--- config.mk ---
export PLATFORM = sky130hd
export DESIGN_NAME = ux607_itcm_ram_ctrl_flat
export DESIGN_NICKNAME = d
export VERILOG_FILES = /design/src/rtl/ux607_itcm_ram_ctrl_pkg.sv /design/src/rtl/ux607_itcm_ram_ctrl_if.sv /design/src/rtl/ux607_itcm_rsp_fifo.sv /design/src/rtl/ux607_itcm_ram_ctrl.sv /design/src/flat_wrapper.sv
export SDC_FILE = /design/constraint.sdc
export NUM_CORES = 1
export LEC_CHECK = 0
export BUFFER_PORTS_ARGS = -buffer_cell sky130_fd_sc_hd__clkbuf_2
export CAP_MARGIN = 0
export CORE_MARGIN = 2
export CORE_UTILIZATION = 46
export CTS_CLUSTER_SIZE = 28
export DETAILED_ROUTE_END_ITERATION = 10
export PLACE_DENSITY = 0.8
export SLEW_MARGIN = 20
export SYNTH_ARGS = -nofsm -noshare
export SYNTH_HDL_FRONTEND = slang
export SYNTH_HIERARCHICAL = 1
export SYNTH_SLANG_ARGS = --single-unit
--- constraint.sdc ---
create_clock -name clk -period 4.4 [get_ports clk]
set_input_delay 0.22 -clock clk [delete_from_list [all_inputs] [get_ports clk]]
set_output_delay 0.22 -clock clk [all_outputs]
set_load 0.01 [all_outputs]
--- src/rtl/ux607_itcm_ram_ctrl_pkg.sv ---
// Shared definitions for the ITCM RAM controller.
//   ITCM_CTRL_RSP_DEPTH : response buffer depth
//   ITCM_CTRL_DW        : data width the response entry type is built for
//   rsp_entry_t         : one buffered response {is_write, rdata}
//   ls_state_e          : light-sleep FSM states (used with UX607_ITCM_RAM_CTRL_LS_EN)
//   ptr_inc()           : response-buffer pointer increment with wrap
package ux607_itcm_ram_ctrl_pkg;

  localparam int unsigned ITCM_CTRL_RSP_DEPTH = 2;
  localparam int unsigned ITCM_CTRL_DW        = 64;
  localparam int unsigned ITCM_CTRL_CNT_W     = $clog2(ITCM_CTRL_RSP_DEPTH + 1);
  localparam int unsigned ITCM_CTRL_PTR_W     =
      (ITCM_CTRL_RSP_DEPTH > 1) ? $clog2(ITCM_CTRL_RSP_DEPTH) : 1;

  typedef struct packed {
    logic                    is_write;
    logic [ITCM_CTRL_DW-1:0] rdata;
  } rsp_entry_t;

  typedef enum logic [1:0] {
    LsActive,
    LsSleep,
    LsWake
  } ls_state_e;

  function automatic logic [ITCM_CTRL_PTR_W-1:0] ptr_inc(
    input logic [ITCM_CTRL_PTR_W-1:0] ptr
  );
    if (ptr == ITCM_CTRL_PTR_W'(ITCM_CTRL_RSP_DEPTH - 1)) begin
      return '0;
    end
    return ptr + 1'b1;
  endfunction

endpackage

--- src/rtl/ux607_itcm_ram_ctrl_if.sv ---
// Command/response handshake bundle between the core side and the ITCM controller.
//   cmd_*  : command channel (valid/ready), read flag, word address, write data, byte mask
//   rsp_*  : in-order response channel (valid/ready), read data, write flag
// Modports: master = core/bus side, slave = controller.
interface ux607_itcm_ram_ctrl_if #(
  parameter int unsigned AW = 16,
  parameter int unsigned DW = 64,
  parameter int unsigned MW = 8
);

  logic          cmd_valid;
  logic          cmd_ready;
  logic          cmd_read;
  logic [AW-1:0] cmd_addr;
  logic [DW-1:0] cmd_wdata;
  logic [MW-1:0] cmd_wmask;
  logic          rsp_valid;
  logic          rsp_ready;
  logic [DW-1:0] rsp_rdata;
  logic          rsp_write;

  modport master (
    output cmd_valid, cmd_read, cmd_addr, cmd_wdata, cmd_wmask, rsp_ready,
    input  cmd_ready, rsp_valid, rsp_rdata, rsp_write
  );

  modport slave (
    input  cmd_valid, cmd_read, cmd_addr, cmd_wdata, cmd_wmask, rsp_ready,
    output cmd_ready, rsp_valid, rsp_rdata, rsp_write
  );

endinterface

--- src/rtl/ux607_itcm_rsp_fifo.sv ---
// Small synchronous response FIFO (depth ITCM_CTRL_RSP_DEPTH), sync active-high reset.
//   clk, rst   : clock, synchronous reset
//   push       : write push_data (caller guarantees room)
//   out_valid  : head entry present; out_ready pops it
//   out_data   : head entry, zero while empty
//   count      : number of stored entries
module ux607_itcm_rsp_fifo
  import ux607_itcm_ram_ctrl_pkg::*;
(
  input  logic                       clk,
  input  logic                       rst,
  input  logic                       push,
  input  rsp_entry_t                 push_data,
  output logic                       out_valid,
  input  logic                       out_ready,
  output rsp_entry_t                 out_data,
  output logic [ITCM_CTRL_CNT_W-1:0] count
);

  rsp_entry_t                 mem_q [ITCM_CTRL_RSP_DEPTH];
  logic [ITCM_CTRL_PTR_W-1:0] wr_ptr_q, rd_ptr_q;
  logic [ITCM_CTRL_CNT_W-1:0] cnt_q;
  logic                       pop;

  assign out_valid = (cnt_q != '0);
  assign pop       = out_valid & out_ready;
  assign out_data  = out_valid ? mem_q[rd_ptr_q] : '0;
  assign count     = cnt_q;

  always_ff @(posedge clk) begin
    if (rst) begin
      wr_ptr_q <= '0;
      rd_ptr_q <= '0;
      cnt_q    <= '0;
    end else begin
      if (push) begin
        wr_ptr_q <= ptr_inc(wr_ptr_q);
      end
      if (pop) begin
        rd_ptr_q <= ptr_inc(rd_ptr_q);
      end
      if (push && !pop) begin
        cnt_q <= cnt_q + 1'b1;
      end else if (pop && !push) begin
        cnt_q <= cnt_q - 1'b1;
      end
    end
  end

  // Storage needs no reset: out_data is masked while the FIFO is empty.
  always_ff @(posedge clk) begin
    if (push) begin
      mem_q[wr_ptr_q] <= push_data;
    end
  end

endmodule

--- src/rtl/ux607_itcm_ram_ctrl.sv ---
// ITCM RAM requester-side controller.
// Issues accepted commands straight to the RAM port, captures ram_dout one cycle later and
// returns in-order responses through a 2-entry buffer (full throughput under backpressure).
//   clk, rst      : clock, synchronous active-high reset
//   bus (slave)   : cmd valid/ready + read/addr/wdata/wmask, rsp valid/ready + rdata/write
//   ram_cs/addr/wem/din, ram_dout : RAM macro port, 1-cycle read latency
//   ram_sd/ds/ls  : RAM power pins (sd/ds tied low)
// Optional: define UX607_ITCM_RAM_CTRL_LS_EN to enter light sleep after LS_IDLE idle cycles.
module ux607_itcm_ram_ctrl
  import ux607_itcm_ram_ctrl_pkg::*;
#(
  parameter int unsigned AW      = 16,
  parameter int unsigned DW      = ITCM_CTRL_DW,
  parameter int unsigned MW      = 8,
  parameter int unsigned LS_IDLE = 16
) (
  input  logic                  clk,
  input  logic                  rst,
  ux607_itcm_ram_ctrl_if.slave  bus,
  output logic                  ram_cs,
  output logic [AW-1:0]         ram_addr,
  output logic [MW-1:0]         ram_wem,
  output logic [DW-1:0]         ram_din,
  input  logic [DW-1:0]         ram_dout,
  output logic                  ram_sd,
  output logic                  ram_ds,
  output logic                  ram_ls
);

  logic                       accept, pop, ls_block;
  logic                       infl_q, infl_write_q;
  logic [ITCM_CTRL_CNT_W-1:0] fifo_cnt, occupancy;
  rsp_entry_t                 push_entry, head;

  assign accept = bus.cmd_valid & bus.cmd_ready;
  assign pop    = bus.rsp_valid & bus.rsp_ready;

  // In-flight access plus buffered entries may never exceed the buffer depth, so a
  // response always has room when it lands; a same-cycle pop frees one slot.
  assign occupancy     = ITCM_CTRL_CNT_W'(infl_q) + fifo_cnt;
  assign bus.cmd_ready = ~rst & ~ls_block &
                         ((occupancy < ITCM_CTRL_CNT_W'(ITCM_CTRL_RSP_DEPTH)) | pop);

  assign ram_cs   = accept;
  assign ram_addr = bus.cmd_addr;
  assign ram_din  = bus.cmd_wdata;
  assign ram_wem  = (accept & ~bus.cmd_read) ? bus.cmd_wmask : '0;
  assign ram_sd   = 1'b0;
  assign ram_ds   = 1'b0;

  always_ff @(posedge clk) begin
    if (rst) begin
      infl_q       <= 1'b0;
      infl_write_q <= 1'b0;
    end else begin
      infl_q       <= accept;
      infl_write_q <= accept & ~bus.cmd_read;
    end
  end

  always_comb begin
    push_entry          = '0;
    push_entry.is_write = infl_write_q;
    push_entry.rdata    = infl_write_q ? '0 : ram_dout;
  end

  ux607_itcm_rsp_fifo u_rsp_fifo (
    .clk       (clk),
    .rst       (rst),
    .push      (infl_q),
    .push_data (push_entry),
    .out_valid (bus.rsp_valid),
    .out_ready (bus.rsp_ready),
    .out_data  (head),
    .count     (fifo_cnt)
  );

  assign bus.rsp_rdata = head.rdata;
  assign bus.rsp_write = head.is_write;

`ifdef UX607_ITCM_RAM_CTRL_LS_EN
  localparam int unsigned IdleW = $clog2(LS_IDLE + 1);

  ls_state_e        ls_state_q;
  logic [IdleW-1:0] idle_cnt_q;
  logic             ram_ls_q, waking_q, idle;

  assign idle     = ~accept & ~infl_q & (fifo_cnt == '0);
  // Commands are held off both while asleep and during the single wake cycle.
  assign ls_block = ram_ls_q | waking_q;
  assign ram_ls   = ram_ls_q;

  always_ff @(posedge clk) begin
    if (rst) begin
      ls_state_q <= LsActive;
      idle_cnt_q <= '0;
      ram_ls_q   <= 1'b0;
      waking_q   <= 1'b0;
    end else begin
      unique case (ls_state_q)
        LsActive: begin
          if (!idle) begin
            idle_cnt_q <= '0;
          end else if (idle_cnt_q != IdleW'(LS_IDLE)) begin
            idle_cnt_q <= idle_cnt_q + 1'b1;
            if (idle_cnt_q == IdleW'(LS_IDLE - 1)) begin
              ls_state_q <= LsSleep;
              ram_ls_q   <= 1'b1;
            end
          end
        end
        LsSleep: begin
          if (bus.cmd_valid) begin
            ls_state_q <= LsWake;
            ram_ls_q   <= 1'b0;
            waking_q   <= 1'b1;
            idle_cnt_q <= '0;
          end
        end
        LsWake: begin
          ls_state_q <= LsActive;
          waking_q   <= 1'b0;
        end
        default: begin
          ls_state_q <= LsActive;
          ram_ls_q   <= 1'b0;
          waking_q   <= 1'b0;
        end
      endcase
    end
  end
`else
  assign ls_block = 1'b0;
  assign ram_ls   = 1'b0;
`endif

endmodule

--- src/flat_wrapper.sv ---
// flat-port wrapper written by rule: the top's interface ports become plain ports
module ux607_itcm_ram_ctrl_flat import ux607_itcm_ram_ctrl_pkg::*;
#(
  parameter int unsigned AW      = 16,
  parameter int unsigned DW      = ITCM_CTRL_DW,
  parameter int unsigned MW      = 8,
  parameter int unsigned LS_IDLE = 16
)
  (clk, rst, ram_cs, ram_addr, ram_wem, ram_din, ram_dout, ram_sd, ram_ds, ram_ls, bus_cmd_valid, bus_cmd_read, bus_cmd_addr, bus_cmd_wdata, bus_cmd_wmask, bus_rsp_ready, bus_cmd_ready, bus_rsp_valid, bus_rsp_rdata, bus_rsp_write);
  ux607_itcm_ram_ctrl_if #(.AW(AW), .DW(DW), .MW(MW)) bus_i ();
  input  logic clk;
  input  logic rst;
  output logic ram_cs;
  output logic [AW-1:0] ram_addr;
  output logic [MW-1:0] ram_wem;
  output logic [DW-1:0] ram_din;
  input  logic [DW-1:0] ram_dout;
  output logic ram_sd;
  output logic ram_ds;
  output logic ram_ls;
  input wire logic [$bits(bus_i.cmd_valid)-1:0] bus_cmd_valid;
  input wire logic [$bits(bus_i.cmd_read)-1:0] bus_cmd_read;
  input wire logic [$bits(bus_i.cmd_addr)-1:0] bus_cmd_addr;
  input wire logic [$bits(bus_i.cmd_wdata)-1:0] bus_cmd_wdata;
  input wire logic [$bits(bus_i.cmd_wmask)-1:0] bus_cmd_wmask;
  input wire logic [$bits(bus_i.rsp_ready)-1:0] bus_rsp_ready;
  output wire logic [$bits(bus_i.cmd_ready)-1:0] bus_cmd_ready;
  output wire logic [$bits(bus_i.rsp_valid)-1:0] bus_rsp_valid;
  output wire logic [$bits(bus_i.rsp_rdata)-1:0] bus_rsp_rdata;
  output wire logic [$bits(bus_i.rsp_write)-1:0] bus_rsp_write;
  assign bus_i.cmd_valid = bus_cmd_valid;
  assign bus_i.cmd_read = bus_cmd_read;
  assign bus_i.cmd_addr = bus_cmd_addr;
  assign bus_i.cmd_wdata = bus_cmd_wdata;
  assign bus_i.cmd_wmask = bus_cmd_wmask;
  assign bus_i.rsp_ready = bus_rsp_ready;
  assign bus_cmd_ready = bus_i.cmd_ready;
  assign bus_rsp_valid = bus_i.rsp_valid;
  assign bus_rsp_rdata = bus_i.rsp_rdata;
  assign bus_rsp_write = bus_i.rsp_write;
  ux607_itcm_ram_ctrl #(.AW(AW), .DW(DW), .MW(MW), .LS_IDLE(LS_IDLE)) u_core (.clk(clk), .rst(rst), .bus(bus_i), .ram_cs(ram_cs), .ram_addr(ram_addr), .ram_wem(ram_wem), .ram_din(ram_din), .ram_dout(ram_dout), .ram_sd(ram_sd), .ram_ds(ram_ds), .ram_ls(ram_ls));
endmodule
==> impl_metrics.tcl, run 1 <==
set metrics [dict create \
    status "finished, final reports clean" \
    leakagePower_nw 2.79 \
    nets 708 \
    num_rows 43 \
    yosys.area.top_type_share_pct 60.6 \
    finalMaxSlewViolations 0 \
    path_clk_slew_ns 0.06 \
    fmax_ghz 0.462 \
    syn_area_um2 6440 \
    fin_cells 743 \
    drt-initial-drc-count 227 \
    gp_congestion 0.816 \
    finalCritPeriodShare_pct 49.2 \
    die_h_um 122 \
    grt.total_usage_pct 19.6 \
    coreArea_um2 13800 \
    dp_hpwl_um 10800 \
    vias 3749 \
    tns_ns 0 \
    routedWlPerCell_um 20.1 \
    regToRegStartpoint "u_core/infl_q" \
    cp-end-kind "flip-flop" \
    clock_skew_ns 0.00552 \
    worst-r2r-setup-slack_ns 2.24 \
    p_per_area_nw_per_um2 597 \
    start_util_pct 46.7 \
    dpl_cell_area_um2 6680 \
    htreeDepth 4 \
    max-cap-violations 0 \
    p_comb_share_pct 28.7 \
    p_int_mw 2.95 \
    grt_pass1_wl_um 21000 \
    via_per_inst 5.05 \
    seq_area_frac_synth_pct 62.8 \
    rr_endpoint "u_core/u_rsp_fifo/mem_q[0][40]" \
    syn_to_final_growth_pct 13.4 \
    p_total_mw 4.36 \
    period_needed_ns 2.16 \
    clkPwrFrac_pct 32.1 \
    rsz0062_at_grt "false" \
    ant_nets 0 \
    drt_wl_total_um 15000 \
    ys_seq_elements 137 \
    place.port_buffers 152 \
    crit_start "u_core/infl_q" \
    place_ws_ns 2.22 \
    layout-drive-gt1-share_pct 34.6 \
    ys_warn_count 6 \
    required_ns 4.44 \
    setup_viol 0 \
    avgSynthCellArea_um2 13.4 \
    cts_setup_buffers 0 \
    dr.pass1.iters 4 \
    drc 0 \
    hold_class "primary input to flip-flop" \
    pwr-share-seq_pct 39.2 \
    power.switching_mw 1.41 \
    die_area_um2 15000 \
    grt_pass1_vias 3707 \
    design_area_um2 7300 \
    synth_top_area_cell "edfxtp_1" \
    n_antenna_cell 0 \
    clock_path_buffers 2 \
    critPathKind "flip-flop to flip-flop" \
    synth_cell_types 25 \
    hold_violations 0 \
    tightest_slew_ns 0.967 \
    synth_area_leaders "edfxtp_1 (61%), buf_4 (10%), mux2i_1 (10%)" \
    cts_hold_buf 0 \
    boundaryPins 316 \
    critPathArrivalTime_ns 2.20 \
    cts_buffers 17 \
    cts_tree "built" \
    die_width_um 122 \
    holdWs_ns 0.0712 \
    cp-start-kind "flip-flop" \
    relSlewSlack_pct 35.5 \
    cts_root_buf "clkbuf_16" \
    critPathMaxFanout 39 \
    placedCellCount 710 \
    ir_drop_mv 0.591 \
    switching_share_pct 32.4 \
    setup_slack_ns 2.24 \
    clkSinkCount 137 \
    ctsResizeCount 0 \
    syn_inst 480 \
    fin_util_pct 53.0 \
    grt_max_degree 66 \
    antenna_found_initial 0 \
    clk_latency_ns 0.40 \
    worstRegToRegCells 2 \
    grt_overflow 0 \
    critPathCapture "u_core/u_rsp_fifo/mem_q[0][40]" \
]
[flip-flops by register name, summed over array words and instances (netlist names), named ones only]
name	count
u_core/u_rsp_fifo/count	2
u_core/u_rsp_fifo/wr_ptr_q	1
u_core/u_rsp_fifo/rd_ptr_q	1
u_core/infl_q	1
u_core/infl_write_q	1
u_core/u_rsp_fifo/mem_q	130
[power by group through the flow]
stage               Combinational, mW  Clock [mW]  Sequential, mW
floorplan                       0.987           0            1.67
global placement                 1.17           0            1.79
detailed placement               1.19           0            1.80
CTS                              1.20        1.43            1.77
global route                     1.38        1.48            1.73
finish                           1.25        1.40            1.71
[kinds of logic after synthesis]
logic type	Yosys count	share of synthesized area (%)
simple gates	148	12.3
flops	137	62.8
compound gates	16	1.65
xor+xnor	4	0.544
fa+ha+maj	1	0.194
mux	65	10.1
buf+inv	108	12.4
other cells	1	0.0583
[layout by cell type, fill, tap and decap left out, drive strengths merged]
cell type,synthesis,routed
clkbuf,1,169
edfxtp,130,130
nor2,70,70
mux2i,65,65
nor2b,65,65
a31oi,11,11
nand4bb,8,8
inv,1,8
dfxtp,7,7
buf,106,4
clkinvlp,0,3
conb,1,3
xor2,3,3
clkinv,0,3
bufinv,0,2
o21ai,2,2
nand2,1,1
a21o,1,1
nand3,1,1
nand2b,1,1
a311oi,1,1
and2,1,1
xnor2,1,1
or3,1,1
a21oi,1,1
ha,1,1
[layer usage]
layer  global-route usage, %  part of all wire [%]  up-vias
met5                    2.78                  0.42        -
met4                    9.55                   3.4        2
met3                    11.3                    13       27
met2                    32.9                    50      211
met1                    18.9                    33     1772
li1                        -                     -     1737
[area by class of cell]
cell class,instances,area (µm²)
clock buffers,17,425
multi-input cells,237,1620
fillers,1196,6470
flip-flops and latches,137,4050
inverters,1,3.75
repair buffers,156,811
clock inverters,15,163
well taps,180,225
[worst min-delay path by stage]
stage / startpoint / slack (ns) / cells after the start / endpoint
2_1_floorplan: bus_cmd_read / 0.29 / 1 / u_core/infl_write_q
3_3_place_gp: bus_cmd_wdata[54] / 0.44 / 0 / ram_din[54]
3_5_place_dp: bus_cmd_wdata[54] / 0.44 / 0 / ram_din[54]
4_1_cts: bus_cmd_read / 0.04 / 2 / u_core/infl_write_q
5_1_grt: bus_cmd_read / 0.07 / 2 / u_core/infl_write_q
6_report: bus_cmd_read / 0.07 / 2 / u_core/infl_write_q
[cells in the mapped netlist]
library cell and count:
nor2_1 70, a21oi_1 1, buf_6 6, inv_1 1, nand3_1 1, conb_1 1, nand2b_2 1, edfxtp_1 130
nor2b_1 65, and2_1 1, a311oi_2 1, or3_1 1, nand4bb_1 8, xnor2_1 1, clkbuf_1 1, o21ai_0 2
nand2_1 1, ha_1 1, buf_4 88, buf_2 12, a21o_1 1, dfxtp_1 7, mux2i_1 65, a31oi_1 11
xor2_1 3
[critical path: stages, from the launching register on]
cell	delay, ns
dfxtp_1	0.44
nor2b_4	0.74
buf_4	0.57
Note: power is estimated with default switching activity, not from simulation.
==> run 2: changes to the inputs <==
clock period = 2 ns   (was 4.4 ns; I/O delays follow)
==> run 2 against run 1 <==
Net effect:
- critical path depth is 1 higher
- first-iteration DRC count is 22% lower
- clock power up 95%
- largest cell class unchanged
- highest routed layer unchanged
==> impl_metrics.tcl, run 2 (synthesized netlist as in run 1, its figures left out) <==
set metrics [dict create \
    status "finished, final reports clean" \
    dp_hpwl_um 10400 \
    hp-start "ram_dout[8]" \
    cpMaxStageDelayCell "dfxtp_1" \
    max-cap-violations 0 \
    critPathMaxStageDelay_ns 0.48 \
    ir_drop_mv 0.771 \
    hold_class "primary input to flip-flop" \
    hold_violations 0 \
    p_per_area_nw_per_um2 1270 \
    crit_start "u_core/u_rsp_fifo/count[0]" \
    clock_path_buffers 2 \
    critPathMaxFanout 12 \
    dpl_cell_area_um2 6770 \
    die_h_um 122 \
    top_register "u_core/u_rsp_fifo/mem_q" \
    grt_overflow 0 \
    ant_nets 0 \
    coreArea_um2 13800 \
    num_rows 43 \
    die_area_um2 15000 \
    worst-r2r-setup-slack_ns 0.40 \
    path_clk_slew_ns 0.05 \
    design_area_um2 7290 \
    clock_skew_ns 0.00550 \
    layout_common_cells "clkbuf_2 (152), edfxtp_1 (130), nor2_1 (69)" \
    rsz0062_at_grt "false" \
    multiInputGateArea_um2 1620 \
    cp-start-kind "flip-flop" \
    layout.area.seq_um2 4050 \
    drt_wl_total_um 14300 \
    cts_root_buf "clkbuf_16" \
    finalCritPeriodShare_pct 94.1 \
    drc 0 \
    mostFrequentLayoutCell "clkbuf_2" \
    cts_setup_buffers 0 \
    largest_reg_flops 130 \
    cts_tree "built" \
    via_per_inst 5.11 \
    drt-initial-drc-count 178 \
    grt_max_degree 67 \
    clk_latency_ns 0.41 \
    critPathKind "flip-flop to output pin" \
    syn_to_final_growth_pct 13.3 \
    required_ns 1.90 \
    n_antenna_cell 0 \
    grt.total_usage_pct 18.9 \
    regToRegStartpoint "u_core/u_rsp_fifo/count[0]" \
    setup_viol 0 \
    cp-end-kind "output pin" \
    fin_util_pct 52.9 \
    fillCellCount 1192 \
    cts_buffers 17 \
    routedWlPerCell_um 19.1 \
    finalMaxSlewViolations 0 \
    htreeDepth 4 \
    layout-drive-gt1-share_pct 33.9 \
    nets 714 \
    start_util_pct 46.7 \
    fmax_ghz 0.532 \
    leakagePower_nw 2.79 \
    tns_ns 0 \
    grt_pass1_wl_um 20400 \
    clkSinkCount 137 \
    critPathArrivalTime_ns 1.78 \
    grt_pass1_vias 3811 \
    antenna_found_initial 1 \
    period_needed_ns 1.88 \
    place.port_buffers 152 \
    die_width_um 122 \
    vias 3816 \
    boundaryPins 316 \
    dr.pass1.iters 4 \
    worstPathCellList "nand3_1 > a31oi_1 > clkbuf_2" \
    gp_congestion 0.762 \
]
run 2: cell count changes in the layout (fill, tap and decap cells not counted), moves of 3 or more:
cell / change
inv_6: -7
clkinv_1: +5
buf_12: +3
buf_4: +3
run 2: critical path: cells and delay by family, from the launching register on:
| kind | cells | cell delay (ns) |
|---|---|---|
| and+or+nand+nor | 1 | 0.39 |
| DFF | 1 | 0.48 |
| AOI/OAI and AO/OA | 1 | 0.33 |
| buffers and inverters | 1 | 0.17 |
run 2: cell type report:
cell class,instances,share of cell area [%]
Sequential cell,137,55.5
Multi-Input combinational cell,237,22.3
Timing Repair Buffer,162,12.0
Clock buffer,18,5.89
Tap cell,180,3.09
Clock inverter,12,1.18
Inverter,1,0.0515
run 2: where the power goes:
part / internal, mW / total, mW / switching (mW) / leakage, nW
logic: 1.15 / 2.86 / 1.72 / 1.29
clock network: 1.66 / 2.73 / 1.07 / 0.245
registers: 3.52 / 3.70 / 0.175 / 1.26
total: 6.33 / 9.29 / 2.96 / 2.79
run 2: final timing paths:
check	to	depth (start not counted)
worst max-delay path	bus_cmd_ready	3
worst min register to register	flip-flop	2
worst min-delay path	u_core/u_rsp_fifo/mem_q[1][8]	2
worst max register to register	u_core/u_rsp_fifo/count[1]	4
run 2: routing by layer:
metal,global-route usage (%),up-vias,wire (µm)
met5,3.82,-,97
met3,10.5,45,1700
li1,-,1754,-
met2,30.6,225,7020
met1,19.5,1788,5110
met4,9.05,4,367
run 2: stage by stage:
stage | total power, mW | instances | setup WS, ns | hold slack, ns
after global placement | 6.59 | 716 | 0.491 | 0.200
after CTS | 9.39 | 747 | 0.110 | 0.0113
after detailed placement | 6.66 | 716 | 0.396 | 0.200
after global routing | 9.76 | 747 | 0.0141 | 0.0218
after floorplan | 5.83 | 482 | 0.148 | 0.168
final | 9.29 | 747 | 0.119 | 0.0273
run 2: timing repair:
item / CTS / global route
hold endpoints to repair: 1 / 0
gates resized for setup: 0 / 0
hold buffers: 1 / 0
==> run 3: changes to the inputs <==
SETUP_SLACK_MARGIN = 0.2   (was unset)
==> run 3 against run 2 <==
Net effect:
- worst hold slack better by 0.010 ns
- flip-flop and latch count stayed put
- combinational power is 2% higher
==> impl_metrics.tcl, run 3 (synthesized netlist as in run 1, its figures left out) <==
set metrics [dict create \
    worstRegToRegCells 4 \
    period_needed_ns 1.69 \
    die_area_um2 15000 \
    required_ns 2.32 \
    use_met3_pct 9.15 \
    worst-r2r-setup-slack_ns 0.31 \
    critPathArrivalTime_ns 2.02 \
    ant_nets 0 \
    hold_class "primary input to flip-flop" \
    gp_congestion 0.806 \
    ir_drop_mv 0.951 \
    p_total_mw 10.0 \
    via_per_inst 5.08 \
    dp_hpwl_um 10100 \
    holdWs_ns 0.0375 \
    grt_pass1_wl_um 20200 \
    leakagePower_nw 2.86 \
    num_rows 43 \
    layout-drive-gt1-share_pct 35.3 \
    max-cap-violations 0 \
    top_register "u_core/u_rsp_fifo/mem_q" \
    clock_path_buffers 2 \
    grt_overflow 0 \
    clk_latency_ns 0.40 \
    drt_wl_total_um 14100 \
    grt_use_met1_pct 19.3 \
    cp-end-kind "flip-flop" \
    dr.pass1.iters 5 \
    finalMaxSlewViolations 0 \
    cts_root_buf "clkbuf_16" \
    antenna_found_initial 1 \
    clock_skew_ns 0.00738 \
    boundaryPins 316 \
    die_width_um 122 \
    busiest_layer "met2" \
    n_antenna_cell 0 \
    cp-start-kind "flip-flop" \
    mostFrequentLayoutCell "clkbuf_2" \
    grt_pass1_vias 3830 \
    htreeDepth 4 \
    largest_reg_flops 130 \
    setup_viol 0 \
    placedCellCount 716 \
    design_area_um2 7440 \
    critPathKind "flip-flop to flip-flop" \
    p_per_area_nw_per_um2 1350 \
    rr_endpoint "u_core/u_rsp_fifo/count[1]" \
    setup_slack_ns 0.307 \
    cts_tree "built" \
    cts_buffers 17 \
    hold_violations 0 \
    crit_start "u_core/u_rsp_fifo/count[1]" \
    nets 714 \
    grt_max_degree 66 \
    critPathMaxFanout 6 \
    fmax_ghz 0.591 \
    status "finished, final reports clean" \
    die_h_um 122 \
    clkSinkCount 137 \
    place.port_buffers 152 \
    fin_cells 747 \
    path_clk_slew_ns 0.06 \
    rsz0062_at_grt "false" \
    use_met2_pct 30.0 \
    grt.total_usage_pct 18.3 \
    critPathCapture "u_core/u_rsp_fifo/count[1]" \
    fin_util_pct 54.0 \
    drc 0 \
    coreArea_um2 13800 \
    place_ws_ns 0.337 \
    start_util_pct 46.7 \
    tns_ns 0 \
    drt-initial-drc-count 146 \
    dpl_cell_area_um2 6770 \
    vias 3798 \
    regToRegStartpoint "u_core/u_rsp_fifo/count[1]" \
    routedWlPerCell_um 18.9 \
    layout_common_cells "clkbuf_2 (152), edfxtp_1 (130), nor2_1 (69)" \
    finalCritPeriodShare_pct 84.6 \
    syn_to_final_growth_pct 15.5 \
]
[run 3: cell count changes in the layout (fill, tap and decap cells not counted)]
cell,delta
dfxtp_2,+2
dfxtp_1,-2
clkinv_1,-3
nand3_1,-1
clkinvlp_4,-2
nand3_2,+1
clkbuf_1,-1
nand2_2,+1
clkinv_4,+2
nand2_1,-1
inv_6,+1
clkinv_2,-2
bufinv_16,+5
[run 3: where the power goes]
group	switching, mW	total [mW]	internal (mW)
Clock	1.11	3.43	2.32
Sequential	0.124	3.65	3.52
Combinational	1.78	2.93	1.15
[run 3: repair_timing]
action                     CTS  global route
hold buffers                 1             0
setup endpoints to repair   10             0
setup buffers                0             0
hold endpoints to repair     1             0
gates resized for setup      3             0
[run 3: cell type report]
cell class                 instances  area, µm²
clock buffer                      17        425
timing repair buffer             162        876
inverter                           1       3.75
multi-input combinational        237       1630
sequential                       137       4050
clock inverter                    13        226
fill                            1178       6330
tap                              180        225
[run 3: worst min path at each step]
stage,start,slack (ns),cells past startpoint,to
after floorplan,bus_cmd_read,0.17,1,u_core/infl_write_q
after global placement,bus_cmd_wdata[54],0.20,0,ram_din[54]
after detailed placement,bus_cmd_wdata[54],0.20,0,ram_din[54]
after CTS,rst,0.02,2,u_core/u_rsp_fifo/wr_ptr_q
after global routing,ram_dout[50],0.05,2,u_core/u_rsp_fifo/mem_q[0][50]
final,ram_dout[11],0.04,2,u_core/u_rsp_fifo/mem_q[0][11]
[run 3: per-layer routing]
layer	part of all wire, %	vias to the layer above
li1	-	1750
met2	50	194
met3	11	51
met4	3.1	4
met1	35	1799
met5	0.53	-
[run 3: worst max-delay path: stages (launching register included)]
cell	delay (ns)
dfxtp_1	0.38
o21ai_0	0.35
ha_1	0.33
or3_1	0.38
a21oi_1	0.18
